===== config.mk =====
export PLATFORM = sky130hd
export DESIGN_NAME = onchip_mem_arbiter_flat
export DESIGN_NICKNAME = d
export VERILOG_FILES = /design/src/rtl/onchip_mem_arbiter_if.sv /design/src/rtl/onchip_mem_arbiter.sv /design/src/flat_wrapper.sv
export SDC_FILE = /design/constraint.sdc
export NUM_CORES = 1
export LEC_CHECK = 0
export ABC_CLOCK_PERIOD_IN_PS = 3800
export CAP_MARGIN = 20
export CORE_AREA = 2 2 114 116
export CTS_CLUSTER_DIAMETER = 200
export CTS_CLUSTER_SIZE = 20
export DETAILED_ROUTE_END_ITERATION = 6
export DIE_AREA = 0 0 116 118
export PLACE_DENSITY = 0.76
export SKIP_LAST_GASP = 1
export SLEW_MARGIN = 20
export SYNTH_ARGS = -nofsm -noshare
export SYNTH_HDL_FRONTEND = slang
export SYNTH_SLANG_ARGS = --single-unit

===== constraint.sdc =====
create_clock -name clk -period 3.8 [get_ports clk]
set_input_delay 1.14 -clock clk [delete_from_list [all_inputs] [get_ports clk]]
set_output_delay 1.14 -clock clk [all_outputs]
set_load 0.005 [all_outputs]

===== src/rtl/onchip_mem_arbiter_if.sv =====
// ---------------------------------------------------------------------------
// onchip_mem_arbiter_if
//
// Purpose : one Avalon-MM master-to-slave link (word addressed, 1-cycle
//           pipelined reads). Each requester of the on-chip RAM arbiter
//           connects through one instance of this interface.
//
// Signals :
//   address       master -> slave  word address
//   byteenable    master -> slave  byte enables for writes
//   read          master -> slave  read request
//   write         master -> slave  write request (wins over read)
//   writedata     master -> slave  write data
//   waitrequest   slave  -> master request not accepted this cycle
//   readdata      slave  -> master read data, qualified by readdatavalid
//   readdatavalid slave  -> master read data valid
//
// Modports: master (requester side), slave (arbiter side).
// ---------------------------------------------------------------------------
interface onchip_mem_arbiter_if #(
  parameter int ADDR_W = 15,
  parameter int DATA_W = 32,
  parameter int BE_W   = 4
);
  logic [ADDR_W-1:0] address;
  logic [BE_W-1:0]   byteenable;
  logic              read;
  logic              write;
  logic [DATA_W-1:0] writedata;
  logic              waitrequest;
  logic [DATA_W-1:0] readdata;
  logic              readdatavalid;

  modport master (
    output address, byteenable, read, write, writedata,
    input  waitrequest, readdata, readdatavalid
  );

  modport slave (
    input  address, byteenable, read, write, writedata,
    output waitrequest, readdata, readdatavalid
  );
endinterface : onchip_mem_arbiter_if


===== src/rtl/onchip_mem_arbiter.sv =====
// ---------------------------------------------------------------------------
// onchip_mem_arbiter
//
// Purpose : shares the single slave port of a 32K x 32 on-chip RAM between
//           two Avalon-MM masters. At most one transfer is granted per
//           cycle (combinationally, in the request cycle). Conflicts are
//           resolved round-robin against the last granted port. The RAM's
//           fixed 1-cycle read latency is tracked so readdatavalid returns
//           to the master that issued the read. Per-port saturating stall
//           counters are kept for performance debug.
//
// Build option:
//   ONCHIP_MEM_ARB_FIXED_PRIO_EN  defined   -> port 0 always wins a conflict
//                                  undefined -> round-robin
//
// Ports:
//   clk            in   system clock
//   reset          in   synchronous, active-high reset
//   m0, m1         slave modport of onchip_mem_arbiter_if, one per master
//   mem_address    out  RAM word address
//   mem_byteenable out  RAM byte enables
//   mem_chipselect out  RAM chipselect (a transfer is granted)
//   mem_write      out  RAM write strobe
//   mem_writedata  out  RAM write data
//   mem_clken      out  RAM clock enable, constant 1
//   mem_readdata   in   RAM read data, valid 1 cycle after acceptance
//   stall_cnt0/1   out  cycles each master spent with waitrequest high
// ---------------------------------------------------------------------------
module onchip_mem_arbiter #(
  parameter int ADDR_W = 15,
  parameter int DATA_W = 32,
  parameter int BE_W   = 4,
  parameter int CNT_W  = 16
) (
  input  logic                clk,
  input  logic                reset,
  onchip_mem_arbiter_if.slave m0,
  onchip_mem_arbiter_if.slave m1,
  output logic [ADDR_W-1:0]   mem_address,
  output logic [BE_W-1:0]     mem_byteenable,
  output logic                mem_chipselect,
  output logic                mem_write,
  output logic [DATA_W-1:0]   mem_writedata,
  output logic                mem_clken,
  input  logic [DATA_W-1:0]   mem_readdata,
  output logic [CNT_W-1:0]    stall_cnt0,
  output logic [CNT_W-1:0]    stall_cnt1
);

  localparam logic [CNT_W-1:0] CNT_MAX = '1;

  logic w_req0;
  logic w_req1;
  logic w_gnt0;
  logic w_gnt1;
  logic w_any_gnt;
  logic w_mem_write;

  logic             r_last_grant;  // port granted most recently (0 or 1)
  logic             r_rd_pend;     // a read was accepted last cycle
  logic             r_rd_owner;    // port that issued that read
  logic [CNT_W-1:0] r_stall_cnt0;
  logic [CNT_W-1:0] r_stall_cnt1;

  assign w_req0 = m0.read | m0.write;
  assign w_req1 = m1.read | m1.write;

  // Grant decision. Reset suppresses every grant so nothing reaches the RAM
  // while the tracking state is being cleared.
  // NOTE: every output of a combinational block gets a default first, so no
  // path leaves it unassigned and no latch is inferred.
  always_comb begin
    w_gnt0 = 1'b0;
    w_gnt1 = 1'b0;
    if (!reset) begin
      if (w_req0 && !w_req1) begin
        w_gnt0 = 1'b1;
      end else if (w_req1 && !w_req0) begin
        w_gnt1 = 1'b1;
      end else if (w_req0 && w_req1) begin
`ifdef ONCHIP_MEM_ARB_FIXED_PRIO_EN
        w_gnt0 = 1'b1;
`else
        // Round-robin: the port that was not granted last time wins.
        w_gnt0 = r_last_grant;
        w_gnt1 = ~r_last_grant;
`endif
      end
    end
  end

  assign w_any_gnt = w_gnt0 | w_gnt1;

  // A port raising read and write together is treated as a write; the read
  // half is dropped because rd_pend only follows non-write grants.
  assign w_mem_write = (w_gnt0 & m0.write) | (w_gnt1 & m1.write);

  // RAM side. Without a grant the port 0 fields are passed through; they are
  // don't-care because chipselect is low.
  assign mem_address    = w_gnt1 ? m1.address    : m0.address;
  assign mem_byteenable = w_gnt1 ? m1.byteenable : m0.byteenable;
  assign mem_writedata  = w_gnt1 ? m1.writedata  : m0.writedata;
  assign mem_chipselect = w_any_gnt;
  assign mem_write      = w_mem_write;
  assign mem_clken      = 1'b1;

  // Master side. Read data is broadcast; only readdatavalid is steered.
  assign m0.waitrequest   = w_req0 & ~w_gnt0;
  assign m1.waitrequest   = w_req1 & ~w_gnt1;
  assign m0.readdata      = mem_readdata;
  assign m1.readdata      = mem_readdata;
  assign m0.readdatavalid = r_rd_pend & ~r_rd_owner;
  assign m1.readdatavalid = r_rd_pend &  r_rd_owner;

  assign stall_cnt0 = r_stall_cnt0;
  assign stall_cnt1 = r_stall_cnt1;

  // Grant history, read-return tracking and stall counters.
  // NOTE: sequential state uses non-blocking assignments so every register
  // samples the pre-edge values, independent of statement order.
  always_ff @(posedge clk) begin
    if (reset) begin
      r_last_grant <= 1'b1;
      r_rd_pend    <= 1'b0;
      r_rd_owner   <= 1'b0;
      r_stall_cnt0 <= '0;
      r_stall_cnt1 <= '0;
    end else begin
      if (w_any_gnt) begin
        r_last_grant <= w_gnt1;
      end
      // Every cycle is re-evaluated so back-to-back reads pipeline at one
      // per cycle and a write right after a read cannot disturb its return.
      r_rd_pend  <= w_any_gnt & ~w_mem_write;
      r_rd_owner <= w_gnt1;
      if (m0.waitrequest && (r_stall_cnt0 != CNT_MAX)) begin
        r_stall_cnt0 <= r_stall_cnt0 + 1'b1;
      end
      if (m1.waitrequest && (r_stall_cnt1 != CNT_MAX)) begin
        r_stall_cnt1 <= r_stall_cnt1 + 1'b1;
      end
    end
  end

endmodule : onchip_mem_arbiter


===== src/flat_wrapper.sv =====
// flat-port wrapper written by rule: the top's interface ports become plain ports
module onchip_mem_arbiter_flat 
#(
  parameter int ADDR_W = 15,
  parameter int DATA_W = 32,
  parameter int BE_W   = 4,
  parameter int CNT_W  = 16
)
  (clk, reset, mem_address, mem_byteenable, mem_chipselect, mem_write, mem_writedata, mem_clken, mem_readdata, stall_cnt0, stall_cnt1, m0_address, m0_byteenable, m0_read, m0_write, m0_writedata, m0_waitrequest, m0_readdata, m0_readdatavalid, m1_address, m1_byteenable, m1_read, m1_write, m1_writedata, m1_waitrequest, m1_readdata, m1_readdatavalid);
  onchip_mem_arbiter_if #(.ADDR_W(ADDR_W), .DATA_W(DATA_W), .BE_W(BE_W)) m0_i ();
  onchip_mem_arbiter_if #(.ADDR_W(ADDR_W), .DATA_W(DATA_W), .BE_W(BE_W)) m1_i ();
  input  logic clk;
  input  logic reset;
  output logic [ADDR_W-1:0] mem_address;
  output logic [BE_W-1:0] mem_byteenable;
  output logic mem_chipselect;
  output logic mem_write;
  output logic [DATA_W-1:0] mem_writedata;
  output logic mem_clken;
  input  logic [DATA_W-1:0] mem_readdata;
  output logic [CNT_W-1:0] stall_cnt0;
  output logic [CNT_W-1:0] stall_cnt1;
  input wire logic [$bits(m0_i.address)-1:0] m0_address;
  input wire logic [$bits(m0_i.byteenable)-1:0] m0_byteenable;
  input wire logic [$bits(m0_i.read)-1:0] m0_read;
  input wire logic [$bits(m0_i.write)-1:0] m0_write;
  input wire logic [$bits(m0_i.writedata)-1:0] m0_writedata;
  output wire logic [$bits(m0_i.waitrequest)-1:0] m0_waitrequest;
  output wire logic [$bits(m0_i.readdata)-1:0] m0_readdata;
  output wire logic [$bits(m0_i.readdatavalid)-1:0] m0_readdatavalid;
  input wire logic [$bits(m1_i.address)-1:0] m1_address;
  input wire logic [$bits(m1_i.byteenable)-1:0] m1_byteenable;
  input wire logic [$bits(m1_i.read)-1:0] m1_read;
  input wire logic [$bits(m1_i.write)-1:0] m1_write;
  input wire logic [$bits(m1_i.writedata)-1:0] m1_writedata;
  output wire logic [$bits(m1_i.waitrequest)-1:0] m1_waitrequest;
  output wire logic [$bits(m1_i.readdata)-1:0] m1_readdata;
  output wire logic [$bits(m1_i.readdatavalid)-1:0] m1_readdatavalid;
  assign m0_i.address = m0_address;
  assign m0_i.byteenable = m0_byteenable;
  assign m0_i.read = m0_read;
  assign m0_i.write = m0_write;
  assign m0_i.writedata = m0_writedata;
  assign m0_waitrequest = m0_i.waitrequest;
  assign m0_readdata = m0_i.readdata;
  assign m0_readdatavalid = m0_i.readdatavalid;
  assign m1_i.address = m1_address;
  assign m1_i.byteenable = m1_byteenable;
  assign m1_i.read = m1_read;
  assign m1_i.write = m1_write;
  assign m1_i.writedata = m1_writedata;
  assign m1_waitrequest = m1_i.waitrequest;
  assign m1_readdata = m1_i.readdata;
  assign m1_readdatavalid = m1_i.readdatavalid;
  onchip_mem_arbiter #(.ADDR_W(ADDR_W), .DATA_W(DATA_W), .BE_W(BE_W), .CNT_W(CNT_W)) u_core (.clk(clk), .reset(reset), .m0(m0_i), .m1(m1_i), .mem_address(mem_address), .mem_byteenable(mem_byteenable), .mem_chipselect(mem_chipselect), .mem_write(mem_write), .mem_writedata(mem_writedata), .mem_clken(mem_clken), .mem_readdata(mem_readdata), .stall_cnt0(stall_cnt0), .stall_cnt1(stall_cnt1));
endmodule

==> results by group <==
Logic synthesis
  – Cells taking the most area after synthesis: dfxtp_1, mux2_2, buf_4
  – Synth async-reset ratio: 0%
  – Complex-gate fraction of the synthesized area: 7.569%
  – Sequential share of the synthesized area: 24.93%
  – Yosys reg bits: 35
  – Largest family of logic cells by synthesized area: multiplexers
  – Leading area contributor after synthesis: dfxtp_1
  – Syn Inst Count: 326
  – YS warnings: 0
  – Synth Area in Simple Gates: 18.12%
  – Post-Synth XOR/XNOR Area: 7.168%
  – Area fraction of the dominant cell type after synthesis: 24.93%
  – Multiplexer share of the synthesized area: 21.19%
  – Post-Synthesis Net Count: 468
  – Adder-cell share of the synthesized area: 0.8905%
  – Mean post-synth cell area: 8.620 um^2
  – Top FF cell, synth: dfxtp_1
  – Post-synth cell types: 45
  – EDFF count, synth: 0
  – Post-Syn Area: 2810 um^2

Clocking
  – Clk slew on worst S/H paths: 0.05 ns
  – CTS buffer count: 5
  – Clk buf depth: 2
  – Root buffer cell: clkbuf_16
  – H-tree level count: 2
  – TritonCTS clock tree: done
  – TritonCTS Sinks: 35
  – Hold-fix buffers, CTS: 0
  – Worst skew pair latency: 0.28 ns

Setup path
  – Crit Path Max Fanout: 7
  – Setup crit start: m1_write
  – Crit. End Element: output port
  – Kind of critical path: input pin to output port
  – Reg2reg setup slack: 1.55 ns
  – Worst r2r src: u_core.stall_cnt0[0]
  – CP Data Arrival Time: 2.60 ns
  – CP required: 2.66 ns
  – Worst Setup Start Kind: input pin

Cells and area
  – Layout cells sized above 1: 27.86%
  – Finished Layout Cells: 653
  – Post-layout util: 39.63%
  – Commonest non-fill, non-tap cell in the layout: clkdlybuf4s50_1
  – Fillers: 1223
  – Most frequent cells in the layout: clkdlybuf4s50_1, dfxtp_1, nor2_1
  – Final nets: 624
  – Area grow syn2layout: 75.07%
  – Ant. Diodes: 0

GRT
  – Initial antenna violation count: 0
  – Largest net degree at the start of global routing: 22
  – Remaining Overflow, GRT: 0
  – GRT Total Usage: 16.88%
  – First-pass GRT wire length: 17.68 mm
  – Number of global-route vias before repair: 3099

Timing
  – Final Hold Vio Count: 0
  – Final worst path period share: 98.45%
  – Pins Over Slew Limit: 0
  – Final min period: 3.741 ns
  – RSZ-0062 raised after global routing: false
  – Total negative slack: 0 ns
  – Worst Tran Pin Value: 0.8077 ns
  – Max Clock Freq: 0.2673 GHz
  – Setup violators final: 0
  – Final clock skew: 0.003062 ns
  – Slew margin rel.: 45.70%
  – Setup ws final: 0.05879 ns

Floorplanning
  – Die footprint: 13690 um^2
  – FP Rows: 41
  – Die Height: 118 um
  – Initial Util: 22.64%
  – Core Area: 12410 um^2
  – Ports: 294
  – Die X: 116 um

Power
  – PD cells: 240.2 nW/um^2
  – Max IR drop VDD: 0.1942 mV
  – Tot Pwr: 1.182 mW
  – P_leak: 1.831 nW

Placement
  – Routability cong.: 0.8235
  – Placed Cells: 630
  – PortBufs: 196
  – Detail Placement HPWL: 8.872 mm
  – Setup WS pre-CTS: -0.5912 ns

Hold path
  – Hold Path Origin: u_core.stall_cnt1[15]
  – HP Class: flop to flop

Routing
  – Drt total wl: 11.72 mm
  – Drt first pass iters: 4
  – Iter 0 DRT Violations: 138
  – Post-route ant nets: 0
  – Average wire per standard cell: 17.94 um
  – DR vias: 2907
  – Vias per Instance: 4.452
  – DRC errors left: 0

Outcome
  – Status: completed

Run
  – Max cap viols: 0
worst max-delay path, stage by stage:
cell	delay [ns]
clkdlybuf4s15_1	0.26
nor2_4	0.07
nor3_4	0.20
buf_6	0.13
buf_4	0.10
buf_6	0.12
buf_16	0.14
mux2_4	0.31
buf_6	0.12
cell usage after synthesis, types with 2 or more instances:
cell and number:
nor2_1 34, dfxtp_1 35, and2_1 2, nand3_1 6, nand2_1 14, nand4_1 10
nor2b_1 3, buf_4 65, o21a_1 2, nor4_1 7, o21ai_0 3, a211oi_1 5
clkbuf_1 5, o221ai_1 2, mux2_2 52, and4_1 3, ha_1 2, nor4_2 2
nor3_1 10, a21oi_1 7, or3_1 2, buf_2 5, xnor2_1 22, inv_1 7
cell type report:
cell class / count / area, um^2 / share of cell area [%]
inverters: 7 / 26.28 / 0.5341
multi-input cells: 208 / 1658 / 33.70
well taps: 172 / 215.2 / 4.374
flip-flops and latches: 35 / 700.7 / 14.24
repair buffers: 225 / 2191 / 44.53
clock buffers: 6 / 128.9 / 2.620
registers in the layout, summed over array words and instances, names as in the netlist:
register,count
u_core.stall_cnt0,16
u_core.r_last_grant,1
u_core.r_rd_owner,1
u_core.r_rd_pend,1
u_core.stall_cnt1,16
final timing paths:
| kind | depth (start not counted) | end |
|---|---|---|
| hold / removal | 2 | u_core.stall_cnt1[14] |
| setup reg to reg | 6 | u_core.stall_cnt0[9] |
| hold reg to reg | 2 | u_core.stall_cnt1[14] |
| setup / recovery | 9 | mem_byteenable[1] |
through the flow:
stage | cell area [um^2] | hold slack [ns]
floorplan | 2810 | 0.4849
global placement | 4559 | 0.5111
detailed placement | 4559 | 0.5207
CTS | 4912 | 0.5339
global route | 4920 | 0.5684
finish | 4920 | 0.5366
repair_timing:
| action | in CTS | in global routing |
|---|---|---|
| setup endpoints to repair | 55 | 48 |
| pin swaps | 2 | 1 |
| gates cloned | 5 | 0 |
| buffers inserted | 12 | 0 |
| gates resized for setup | 224 | 3 |
metal layers:
metal	wire (um)	global-route usage, %
met1	4722	20.48
met2	5384	26.17
met3	1323	8.239
met4	284	5.134
met5	0	0
power breakdown:
part / leakage (nW) / total (mW) / switching (mW) / internal (mW)
Combinational: 1.48 / 0.415 / 0.138 / 0.277
Clock: 0.0628 / 0.380 / 0.145 / 0.235
Sequential: 0.284 / 0.387 / 0.0101 / 0.377
Total: 1.83 / 1.18 / 0.293 / 0.889
cell families after synthesis:
family	after synthesis
fa+ha+maj	2
buf+inv	83
other cells	1
simple gates	99
xor+xnor	23
compound gates	30
flops	35
mux	53
Note: power is estimated with default switching activity, not from simulation.
